File: config.mk
export PLATFORM = sky130hd
export DESIGN_NAME = fpadd_scheduler
export DESIGN_NICKNAME = d
export VERILOG_FILES = /design/src/rtl/fpadd_scheduler.sv
export SDC_FILE = /design/constraint.sdc
export NUM_CORES = 1
export LEC_CHECK = 0
export CAP_MARGIN = 10
export CELL_PAD_IN_SITES_DETAIL_PLACEMENT = 1
export CELL_PAD_IN_SITES_GLOBAL_PLACEMENT = 2
export CORE_MARGIN = 2
export CORE_UTILIZATION = 22
export DETAILED_ROUTE_END_ITERATION = 8
export PLACE_DENSITY_LB_ADDON = 0.1
export SYNTH_ARGS = -nofsm -noshare
export SYNTH_HDL_FRONTEND = slang
export SYNTH_SLANG_ARGS = --single-unit
File: constraint.sdc
create_clock -name clk -period 10.4 [get_ports clk]
set_clock_uncertainty 0.05 [all_clocks]
set_input_delay 2.08 -clock clk [delete_from_list [all_inputs] [get_ports clk]]
set_output_delay 2.08 -clock clk [all_outputs]
set_load 0.1 [all_outputs]
File: src/rtl/fpadd_scheduler.sv
// fpadd_scheduler: shares one pipelined FP32 adder between NUM_REQ requesters.
// Round-robin grant, at most one issue per cycle. The requester ID travels
// alongside each operation through a tag pipeline, and the result returns on a
// common response bus tagged with that ID.
//
// Ports:
//   clk, reset        clock (rising edge), asynchronous active-high reset
//   en                1 = grants allowed, 0 = no new grants (in-flight ops drain)
//   req_valid/a/b     per-requester request, operands packed 32 bits per requester
//   req_ready         one-hot grant (combinational)
//   add_a/add_b       registered operands to the adder
//   add_result        adder output, valid ADDER_LATENCY cycles after add_a/add_b
//   rsp_valid/id/data registered response, one pulse per op, no backpressure
//   busy              combinational: any op issued but not yet responded
//   issue_count       handshakes since reset (wraps)
module fpadd_scheduler #(
  parameter int unsigned NUM_REQ       = 4,
  parameter int unsigned ID_W          = 2,
  parameter int unsigned ADDER_LATENCY = 1
) (
  input  logic                    clk,
  input  logic                    reset,
  input  logic                    en,
  input  logic [NUM_REQ-1:0]      req_valid,
  input  logic [NUM_REQ*32-1:0]   req_a,
  input  logic [NUM_REQ*32-1:0]   req_b,
  output logic [NUM_REQ-1:0]      req_ready,
  output logic [31:0]             add_a,
  output logic [31:0]             add_b,
  input  logic [31:0]             add_result,
  output logic                    rsp_valid,
  output logic [ID_W-1:0]         rsp_id,
  output logic [31:0]             rsp_data,
  output logic                    busy,
  output logic [31:0]             issue_count
);

  localparam int unsigned STAGES = ADDER_LATENCY + 1;
  localparam logic [ID_W:0]   NUM_REQ_W = (ID_W+1)'(NUM_REQ);
  localparam logic [ID_W-1:0] LAST_ID   = ID_W'(NUM_REQ - 1);

  logic [ID_W-1:0]      rr_ptr;
  logic [2*NUM_REQ-1:0] valid_dbl;
  logic [NUM_REQ-1:0]   valid_rot;
  logic                 grant_found;
  logic [ID_W:0]        grant_sum;
  logic [ID_W-1:0]      grant_id;
  logic                 handshake;
  logic [31:0]          sel_a;
  logic [31:0]          sel_b;

  logic [STAGES-1:0]    tag_valid;
  logic [ID_W-1:0]      tag_id [STAGES];

  // Rotate requests so that bit 0 is the requester at rr_ptr; first set bit wins.
  always_comb begin
    valid_dbl   = {req_valid, req_valid};
    valid_rot   = NUM_REQ'(valid_dbl >> rr_ptr);
    grant_found = 1'b0;
    grant_sum   = '0;
    for (int i = 0; i < NUM_REQ; i++) begin
      if (!grant_found && valid_rot[i]) begin
        grant_found = 1'b1;
        grant_sum   = {1'b0, rr_ptr} + (ID_W+1)'(i);
      end
    end
    if (grant_sum >= NUM_REQ_W) grant_sum = grant_sum - NUM_REQ_W;
    grant_id = grant_sum[ID_W-1:0];
  end

  // Grant is suppressed while disabled or in reset.
  always_comb begin
    req_ready = '0;
    handshake = 1'b0;
    if (en && grant_found && !reset) begin
      req_ready = NUM_REQ'(1) << grant_id;
      handshake = 1'b1;
    end
  end

  // Operand select for the winning requester.
  always_comb begin
    sel_a = '0;
    sel_b = '0;
    for (int i = 0; i < NUM_REQ; i++) begin
      if (ID_W'(i) == grant_id) begin
        sel_a = req_a[i*32 +: 32];
        sel_b = req_b[i*32 +: 32];
      end
    end
  end

  // Issue: pointer advance, operand registers, issue counter.
  always_ff @(posedge clk or posedge reset) begin
    if (reset) begin
      rr_ptr      <= '0;
      add_a       <= '0;
      add_b       <= '0;
      issue_count <= '0;
    end else if (handshake) begin
      rr_ptr      <= (grant_id == LAST_ID) ? '0 : grant_id + ID_W'(1);
      add_a       <= sel_a;
      add_b       <= sel_b;
      issue_count <= issue_count + 32'd1;
    end
  end

  // Tag pipeline mirrors the adder latency plus the operand register stage.
  always_ff @(posedge clk or posedge reset) begin
    if (reset) begin
      tag_valid <= '0;
      for (int s = 0; s < STAGES; s++) tag_id[s] <= '0;
    end else begin
      tag_valid[0] <= handshake;
      tag_id[0]    <= grant_id;
      for (int s = 1; s < STAGES; s++) begin
        tag_valid[s] <= tag_valid[s-1];
        tag_id[s]    <= tag_id[s-1];
      end
    end
  end

  // Response register: captures the adder result when the last tag is valid.
  always_ff @(posedge clk or posedge reset) begin
    if (reset) begin
      rsp_valid <= 1'b0;
      rsp_id    <= '0;
      rsp_data  <= '0;
    end else begin
      rsp_valid <= tag_valid[STAGES-1];
      if (tag_valid[STAGES-1]) begin
        rsp_id   <= tag_id[STAGES-1];
        rsp_data <= add_result;
      end
    end
  end

  assign busy = (|tag_valid) | rsp_valid;

endmodule

==> results of run 1 <==
synth_stat cells (all sizes together):
| cell | count |
|---|---|
| a211o | 64 |
| a21oi | 131 |
| a221oi | 64 |
| and2 | 2 |
| and3 | 9 |
| and4 | 5 |
| buf | 15 |
| clkbuf | 50 |
| dfrtp | 139 |
| ha | 5 |
| inv | 71 |
| mux2 | 34 |
| mux2i | 1 |
| nand2 | 15 |
| nand2b | 2 |
| nand3 | 15 |
| nand4 | 11 |
| nor2 | 73 |
| nor2b | 2 |
| nor3 | 5 |
| nor4 | 8 |
| o21a | 1 |
| o21ai | 1 |
| o22ai | 1 |
| o31ai | 1 |
| or3 | 1 |
| or4 | 3 |
| xnor2 | 17 |
| xor2 | 14 |
stage by stage:
step                worst slack (ps)  total power [uW]  hold slack (ps)  cells
finish                          2390              3510              307   1615
global route                    2230              3680              312   1611
CTS                             2380              3560              308   1607
detailed placement              2410              2900              303   1575
global placement                2470              2890              301   1575
floorplan                       4030              2270              281    760
final cells by class:
class	count	area share [%]
repair buffers	438	34.7
flip-flops and latches	139	27.6
multi-input cells	485	26.2
well taps	442	4.40
clock buffers	17	3.38
inverters	71	2.16
clock inverters	15	1.38
diodes	8	0.159
power by group:
part	switching (uW)	internal, uW
registers	95.8	682
clock network	294	344
logic	1510	584
logic make-up after synthesis:
logic type      synth area share [%]
simple gates                    9.99
flops                           48.0
fa+ha+maj                      0.863
mux                             5.42
compound gates                  24.9
xor+xnor                        3.74
buf+inv                         7.14
sequential cells by signal (all words and copies together), names as in the netlist:
register     cells
rsp_data        32
tag_valid        2
rsp_id           2
rsp_valid        1
add_b           32
issue_count     32
tag_id           4
add_a           32
rr_ptr           2
worst register-to-register path: cells and delay by family, from the launching register on:
kind,cells,cell delay [ps]
AND/OR/NAND/NOR,3,780
flip-flops,1,440
buffers and inverters,2,1020
AO/OA/AOI/OAI,3,850
multiplexers,1,220
adder cells (fa/ha/maj),1,330
per-layer routing:
| layer | vias to the layer above | part of all wire [%] | GRT usage (%) |
|---|---|---|---|
| li1 | 3557 | - | - |
| met1 | 3702 | 41 | 22.6 |
| met2 | 265 | 48 | 31.5 |
| met3 | 25 | 9.1 | 7.32 |
| met4 | 2 | 1.4 | 5.32 |
| met5 | - | 0.039 | 0 |
worst max path at each step:
stage | to | slack [ps] | depth (start not counted)
final | req_ready[1] | 2390 | 8
after global routing | req_ready[1] | 2230 | 8
after CTS | req_ready[1] | 2380 | 8
after detailed placement | req_ready[1] | 2410 | 8
after global placement | req_ready[1] | 2470 | 8
after floorplan | req_ready[3] | 4030 | 7
==> summary.txt, run 1 <==
Timing
  – Final setup TNS: 0 ps
  – Fin. Hold Viols: 0
  – Achievable Freq: 125 MHz
  – Worst slew margin: 27.4%
  – RSZ-0062 raised after global routing: false
  – Part of the cycle the worst path needs: 77.0%
  – Final min period: 8010 ps
  – Least-Margin Pin Slew: 1090 ps
  – Final setup viols: 0
  – Pins Over Slew Limit: 0

Routing
  – WL per Instance: 20.4 um
  – Drt pass-1 iters: 4
  – Via density: 4.68
  – DRC: 0
  – DR vias: 7,551
  – WL final: 32.9 mm
  – Post-DRT Antenna Nets: 0
  – Iter 0 DRT Violations: 298

Floorplan
  – FP Rows: 66
  – Io pins: 431
  – Die Area: 34,400 sq um
  – Die width: 186 um
  – Initial Util: 22.3%
  – Core box area: 32,500 sq um
  – Die H: 186 um

CTS
  – Post-CTS Hold Fix Bufs: 0
  – CTS sink cnt: 139
  – CTS HTree Levels: 4
  – Cell chosen for the clock root: clkbuf_16
  – CTS max path bufs: 2
  – Clock transition at path regs: 70 ps
  – Latest clock arrival within the worst-skew pair: 430 ps
  – # resized after CTS: 0
  – Cts bufs inserted: 17
  – CTS tree: done
  – Post-CTS Setup Inserts: 0

Global route
  – Largest net degree at the start of global routing: 84
  – Gr ovfl total: 0
  – GRT Overall Usage: 18.9%
  – First-pass GRT wire length: 48.6 mm
  – Vias in the first global route: 7,960
  – Antenna violations before repair: 8

Power and ir drop
  – VDD IR max: 0.000127 V
  – Total power per unit cell area: 279 nW/um^2
  – Static Leak: 0.00523 uW

Synthesis
  – Seq/Total Area, Yosys: 48.0%
  – Synth Register Bits: 139
  – Yosys cell types: 34
  – Mapped Nets: 1,060
  – Cells after Synth: 760
  – Synth top area share: 48.0%
  – YS warnings: 0
  – Mapped Area: 7250 sq um
  – Cell taking the most area after synthesis: dfrtp_1
  – Synthesized area per cell: 9.54 sq um
  – Largest cells by area after synthesis: dfrtp_1 (48%), a21oi_1 (9.0%), a211o_1 (7.7%)

Critical path
  – Critical path peak fanout: 66
  – Flop2flop setup slack: 6600 ps
  – Startpoint Class: primary input
  – Crit. Startpoint: req_valid[0]
  – Cell count of the worst reg-to-reg path: 10
  – Critical path arrival: 5880 ps
  – Worst endpoint required time: 8270 ps
  – Worst-path cell chain: clkdlybuf4s50_1 -> mux2i_1 -> nor2_1 -> nor3_1 -> ha_2 -> buf_4 -> and3_1 -> clkdlybuf4s50_1
  – R2R Path End: add_b[25]
  – Delay-heaviest family, CP: buffers and inverters
  – Buf/Inv on CP: 3
  – Critical Path End Type: output pin
  – CP max stage delay: 1130 ps
  – R2R Path Start: rr_ptr[1]
  – Cell mode on critical path: clkdlybuf4s50_1
  – WS Path Type: in -> out
  – CP max stage cell: clkdlybuf4s50_1

Layout
  – Commonest non-fill, non-tap cell in the layout: clkdlybuf4s50_1
  – Share of layout cells above drive strength 1: 7.04%
  – FILL cells: 3,725
  – Area Overhead vs Synth: 73.5%
  – Multi-input gate area: 3290 sq um
  – Commonest non-fill, non-tap cells in the layout: clkdlybuf4s50_1 (430), dfrtp_1 (139), a21oi_1 (131)
  – Final instance area: 12,600 sq um
  – Final net count: 1,452
  – Seq. cell area: 3480 sq um
  – Util after Layout: 38.7%

Hold path
  – Worst Hold End: tag_id[1]
  – WHS Path Cells: 0
  – Worst Hold Class: reg -> reg
  – Hold Startpoint: tag_id[3]

Placed design
  – DP HPWL: 23.6 mm
  – Port bufs: 430
  – Global placer's final weighted congestion: 0.764
  – Placed Area: 12,000 sq um

Run status
  – Status: complete, no violations

Flow run
  – Max cap viols: 0
Note: power is estimated with default switching activity, not from simulation.
==> inputs of run 2 (changes only) <==
Settings changed: CORE_UTILIZATION 22 to 19.
Clock period 10.4 ns to 6.7 ns, I/O delays scaled along.
==> run 2 against run 1 <==
Core utilization down 5.2 points. Power up 54%. Largest cell class unchanged. Final cell count up 3.9%. Die area up 15%. Combinational power up 56%. Setup slack worse by 1400 ps. Count of clock-buffer cells in the layout up 3.
==> summary.txt, run 2 (same netlist as run 1, synthesis figures left out) <==
Critical path
  – Buf/Inv on CP: 3 (unchanged)
  – Startpoint Class: primary input (unchanged)
  – Flop2flop setup slack: 3140 ps (was 6600 ps)
  – Worst endpoint required time: 5310 ps (was 8270 ps)
  – Critical Path End Type: output pin (unchanged)
  – Critical path arrival: 4280 ps (was 5880 ps)
  – Critical path peak fanout: 6 (was 66)
  – CP max stage delay: 960 ps (was 1130 ps)
  – Cell count of the worst reg-to-reg path: 8 (was 10)
  – CP max stage cell: clkdlybuf4s50_1 (unchanged)
  – Worst-path cell chain: clkdlybuf4s50_1 -> mux2i_1 -> nor2_1 -> nor3_1 -> inv_1 -> ha_1 -> and3_1 -> clkdlybuf4s50_1 (was clkdlybuf4s50_1 -> mux2i_1 -> nor2_1 -> nor3_1 -> ha_2 -> buf_4 -> and3_1 -> clkdlybuf4s50_1)
  – Delay-heaviest family, CP: buffers and inverters (unchanged)
  – Cell mode on critical path: clkdlybuf4s50_1 (unchanged)
  – WP depth: 8 (unchanged)
  – WS Path Type: in -> out (unchanged)

Floorplan
  – Io pins: 431 (unchanged)
  – Die H: 199 um (was 186 um)
  – FP Rows: 71 (was 66)
  – Initial Util: 19.2% (was 22.3%)
  – Die width: 199 um (was 186 um)
  – Die Area: 39,700 sq um (was 34,400 sq um)
  – Core box area: 37,700 sq um (was 32,500 sq um)

Routing
  – DR vias: 7,456 (was 7,551)
  – Iter 0 DRT Violations: 261 (was 298)
  – WL final: 33.7 mm (was 32.9 mm)
  – DRC: 0 (unchanged)
  – Via density: 4.44 (was 4.68)
  – Drt pass-1 iters: 4 (unchanged)
  – Post-DRT Antenna Nets: 0 (unchanged)
  – WL per Instance: 20.1 um (was 20.4 um)

Layout
  – Area Overhead vs Synth: 73.8% (was 73.5%)
  – FILL cells: 4,339 (was 3,725)
  – Util after Layout: 33.5% (was 38.7%)
  – Multi-input gate area: 3290 sq um (unchanged)
  – Commonest non-fill, non-tap cells in the layout: clkdlybuf4s50_1 (427), dfrtp_1 (139), a21oi_1 (131) (was clkdlybuf4s50_1 (430), dfrtp_1 (139), a21oi_1 (131))
  – Seq. cell area: 3480 sq um (unchanged)
  – Final net count: 1,453 (was 1,452)
  – Final cell count without fillers: 1,678 (was 1,615)
  – Share of layout cells above drive strength 1: 7.12% (was 7.04%)
  – Commonest non-fill, non-tap cell in the layout: clkdlybuf4s50_1 (unchanged)
  – Final instance area: 12,600 sq um (about the same)

Global route
  – Largest net degree at the start of global routing: 97 (was 84)
  – Antenna violations before repair: 2 (was 8)
  – First-pass GRT wire length: 49.1 mm (was 48.6 mm)
  – GRT Overall Usage: 16.7% (was 18.9%)
  – Vias in the first global route: 7,684 (was 7,960)
  – Gr ovfl total: 0 (unchanged)

CTS
  – Cell chosen for the clock root: clkbuf_16 (unchanged)
  – Latest clock arrival within the worst-skew pair: 440 ps (was 430 ps)
  – Clock transition at path regs: 70 ps (about the same)
  – CTS tree: done (unchanged)
  – Post-CTS Hold Fix Bufs: 0 (unchanged)
  – Cts bufs inserted: 17 (unchanged)
  – # resized after CTS: 0 (unchanged)
  – CTS sink cnt: 139 (unchanged)
  – CTS HTree Levels: 4 (unchanged)
  – Post-CTS Setup Inserts: 0 (unchanged)
  – CTS max path bufs: 2 (unchanged)

Placed design
  – Port bufs: 430 (unchanged)
  – Placed Area: 12,000 sq um (about the same)
  – Global placer's final weighted congestion: 0.715 (was 0.764)
  – DP HPWL: 24.5 mm (was 23.6 mm)
  – Post-placement cell count: 1,645 (was 1,575)

Hold path
  – WHS Path Cells: 0 (unchanged)
  – Worst Hold Class: reg -> reg (unchanged)

Timing
  – Final min period: 5670 ps
  – Pins Over Slew Limit: 0 (unchanged)
  – RSZ-0062 raised after global routing: false (unchanged)
  – Least-Margin Pin Slew: 1260 ps (was 1090 ps)
  – Fin. Hold Viols: 0 (unchanged)
  – Final setup TNS: 0 ps (unchanged)
  – Part of the cycle the worst path needs: 84.7%
  – Worst slew margin: 16.1% (was 27.4%)
  – Final setup viols: 0 (unchanged)
  – Hold Slack: 312 ps (was 307 ps)
  – Achievable Freq: 176 MHz

Power and ir drop
  – VDD IR max: 0.000155 V (was 0.000127 V)
  – Total power per unit cell area: 427 nW/um^2 (was 279 nW/um^2)
  – Static Leak: 0.00520 uW (was 0.00523 uW)

Run status
  – Status: complete, no violations (unchanged)

Flow run
  – Max cap viols: 0 (unchanged)
## run 2: per-stage QoR
| step | setup slack [ps] | power (uW) |
|---|---|---|
| after floorplan | 1590 | 3520 |
| after global placement | 1040 | 4500 |
| after detailed placement | 976 | 4500 |
| after CTS | 971 | 5470 |
| after global routing | 817 | 5640 |
| final | 1030 | 5390 |
## run 2: area by class of cell
type / instances / area share (%)
well taps: 511 / 5.07
repair buffers: 439 / 34.6
clock buffers: 20 / 3.47
inverters: 71 / 2.15
clock inverters: 12 / 0.913
multi-input cells: 485 / 26.1
flip-flops and latches: 139 / 27.6
diodes: 1 / 0.0199
## run 2: path summary, 6_finish.rpt
check,start,endpoint
min reg2reg,tag_id[2],tag_id[0]
max,req_valid[0],req_ready[0]
max reg2reg,rr_ptr[1],add_a[11]
min,tag_id[2],tag_id[0]
min in group asynchronous,reset,issue_count[18]
max in group asynchronous,reset,add_b[6]
## run 2: where the power goes
group,internal [uW],total [uW],switching [uW]
registers,1060,1210,146
logic,907,3250,2340
clock network,514,932,417
total,2480,5390,2910
## run 2: metal layers
| metal | GRT usage, % | wire (um) | vias to the layer above |
|---|---|---|---|
| met5 | 0 | 13 | - |
| li1 | - | - | 3537 |
| met4 | 3.40 | 259 | 2 |
| met1 | 20.3 | 13900 | 3626 |
| met2 | 27.8 | 16300 | 272 |
| met3 | 6.95 | 3190 | 19 |
## run 2: worst reg2reg max path, stage by stage (launching register included)
cell and delay, ps:
dfrtp_1 460, mux2i_1 220, nor2_1 50, nor3_1 640, ha_4 240, buf_4 510, buf_4 860, a21oi_1 220
a21oi_1 200
==> inputs of run 3 (changes only) <==
Settings changed: CORE_UTILIZATION 19 to 21.
Clock period 6.7 ns to 5.4 ns, I/O delays scaled along.
==> run 3 against run 2 <==
Critical endpoint unchanged. Final cell count shrank 3.0%. Sequential share of layout area shrank 0.19 points. Largest power group unchanged. Register-to-register slack lost 940 ps.
==> summary.txt, run 3 (same netlist as run 1, synthesis figures left out) <==
Run status
  – Status: complete, no violations (unchanged)

Critical path
  – Worst endpoint required time: 4270 ps (was 5310 ps)
  – Startpoint Class: primary input (unchanged)
  – Flop2flop setup slack: 2200 ps (was 3140 ps)
  – R2R Path End: add_a[27] (was add_a[11])
  – Cell count of the worst reg-to-reg path: 8 (unchanged)
  – WS Path Type: in -> out (unchanged)
  – R2R Path Start: rr_ptr[1] (unchanged)
  – Critical path peak fanout: 6 (unchanged)
  – Critical Path End Type: output pin (unchanged)
  – Critical path arrival: 3340 ps (was 4280 ps)

Global route
  – GR peak layer: met2 (unchanged)
  – Largest net degree at the start of global routing: 129 (was 97)
  – Met2 usage: 31.0% (was 27.8%)
  – Gr ovfl total: 0 (unchanged)
  – Grt met1 use: 21.4% (was 20.3%)
  – Vias in the first global route: 8,022 (was 7,684)
  – First-pass GRT wire length: 49.4 mm (was 49.1 mm)
  – Antenna violations before repair: 5 (was 2)
  – GRT Overall Usage: 18.3% (was 16.7%)
  – M3 GR Usage: 6.22% (was 6.95%)

Floorplan
  – Die width: 190 um (was 199 um)
  – Die Area: 36,000 sq um (was 39,700 sq um)
  – Core box area: 34,300 sq um (was 37,700 sq um)
  – Io pins: 431 (unchanged)
  – Initial Util: 21.1% (was 19.2%)
  – FP Rows: 68 (was 71)
  – Die H: 190 um (was 199 um)

Timing
  – Final setup viols: 0 (unchanged)
  – Final min period: 4470 ps
  – Part of the cycle the worst path needs: 82.8%
  – Pins Over Slew Limit: 0 (unchanged)
  – Worst slew margin: 27.3% (was 16.1%)
  – Final setup TNS: 0 ps (unchanged)
  – Achievable Freq: 224 MHz
  – Setup slack after layout: 927 ps (was 1030 ps)
  – Least-Margin Pin Slew: 1090 ps (was 1260 ps)
  – Fin. Hold Viols: 0 (unchanged)
  – RSZ-0062 raised after global routing: false (unchanged)

Routing
  – WL final: 33.0 mm (was 33.7 mm)
  – DR vias: 7,560 (was 7,456)
  – Drt pass-1 iters: 4 (unchanged)
  – Via density: 4.64 (was 4.44)
  – Iter 0 DRT Violations: 202 (was 261)
  – WL per Instance: 20.3 um (was 20.1 um)
  – Post-DRT Antenna Nets: 0 (unchanged)
  – DRC: 0 (unchanged)

Layout
  – Share of layout cells above drive strength 1: 7.62% (was 7.12%)
  – Util after Layout: 37.0% (was 33.5%)
  – Commonest non-fill, non-tap cell in the layout: clkdlybuf4s50_1 (unchanged)
  – Final net count: 1,455 (was 1,453)
  – Area Overhead vs Synth: 75.0% (was 73.8%)
  – Commonest non-fill, non-tap cells in the layout: clkdlybuf4s50_1 (426), dfrtp_1 (139), a21oi_1 (131) (was clkdlybuf4s50_1 (427), dfrtp_1 (139), a21oi_1 (131))

Power and ir drop
  – Static Leak: 0.00528 uW (was 0.00520 uW)
  – Sw power: 3550 uW (was 2910 uW)
  – Combinational share of power: 59.3% (was 60.3%)
  – Total power per unit cell area: 533 nW/um^2 (was 427 nW/um^2)
  – Register share of total power: 22.1% (was 22.4%)
  – Total Power: 6770 uW (was 5390 uW)
  – VDD IR max: 0.000319 V (was 0.000155 V)
  – Share of total power in the clock network: 18.6% (was 17.3%)
  – Sw Share: 52.5% (was 53.9%)
  – Int Power: 3220 uW (was 2480 uW)

Placed design
  – DP HPWL: 23.8 mm (was 24.5 mm)
  – Pre-CTS WS: 904 ps (was 976 ps)
  – Port bufs: 430 (unchanged)
  – Global placer's final weighted congestion: 0.728 (was 0.715)

CTS
  – CTS tree: done (unchanged)
  – Cts bufs inserted: 17 (unchanged)
  – Cell chosen for the clock root: clkbuf_16 (unchanged)
  – CTS max path bufs: 2 (unchanged)
  – Post-CTS Setup Inserts: 0 (unchanged)
  – Latest clock arrival within the worst-skew pair: 430 ps (was 440 ps)
  – CTS HTree Levels: 4 (unchanged)
  – Post-CTS Hold Fix Bufs: 0 (unchanged)
  – Clock transition at path regs: 60 ps (was 70 ps)
  – CTS sink cnt: 139 (unchanged)
  – # resized after CTS: 0 (unchanged)

Hold path
  – Worst Hold End: tag_id[0] (unchanged)
  – Worst Hold Class: reg -> reg (unchanged)
  – WHS Path Cells: 0 (unchanged)
  – Hold Startpoint: tag_id[2] (unchanged)

Flow run
  – Max cap viols: 0 (unchanged)
## run 3: how the worst max path moves through the flow
stage               cells past startpoint      endpoint         start  slack, ps
floorplan                               1      add_a[0]         reset        550
global route                            8  req_ready[0]  req_valid[0]        720
detailed placement                      8  req_ready[0]  req_valid[0]        900
CTS                                     8  req_ready[0]  req_valid[0]        900
global placement                       10      add_a[7]  req_valid[0]       1020
finish                                  8  req_ready[0]  req_valid[0]        930
## run 3: area by class of cell
type / instances / area [sq um]
fill: 3898 / 21600
timing repair buffer: 441 / 4440
sequential: 139 / 3480
multi-input combinational: 485 / 3290
tap: 455 / 569
clock buffer: 20 / 467
inverter: 71 / 272
clock inverter: 12 / 158
antenna: 5 / 12.5
## run 3: layer usage
metal / part of all wire (%) / up-vias
li1: - / 3553
met1: 41 / 3692
met2: 49 / 281
met3: 7.8 / 34
met4: 2.0 / 0
met5: 0 / -
## run 3: power by group through the flow
stage          logic [uW]  registers, uW  clock network [uW]
5_1_grt              4220           1540                1360
6_report             4020           1490                1260
3_3_place_gp         4050           1500                   0
2_1_floorplan         995           3370                   0
4_1_cts              4070           1500                1320
3_5_place_dp         4050           1510                   0
## run 3: critical path, cell delays in order
cell,delay (ps)
clkdlybuf4s50_1,500
mux2i_1,190
nor2_1,60
nor3_1,660
inv_1,220
ha_1,260
and3_1,150
buf_4,230
## run 3: through the flow
| step | cell area (sq um) | instances | hold WS, ps |
|---|---|---|---|
| 4_1_cts | 12700 | 1623 | 311 |
| 3_5_place_dp | 12100 | 1591 | 296 |
| 3_3_place_gp | 12100 | 1591 | 312 |
| 2_1_floorplan | 7250 | 760 | 281 |
| 5_1_grt | 12700 | 1627 | 315 |
| 6_report | 12700 | 1628 | 308 |
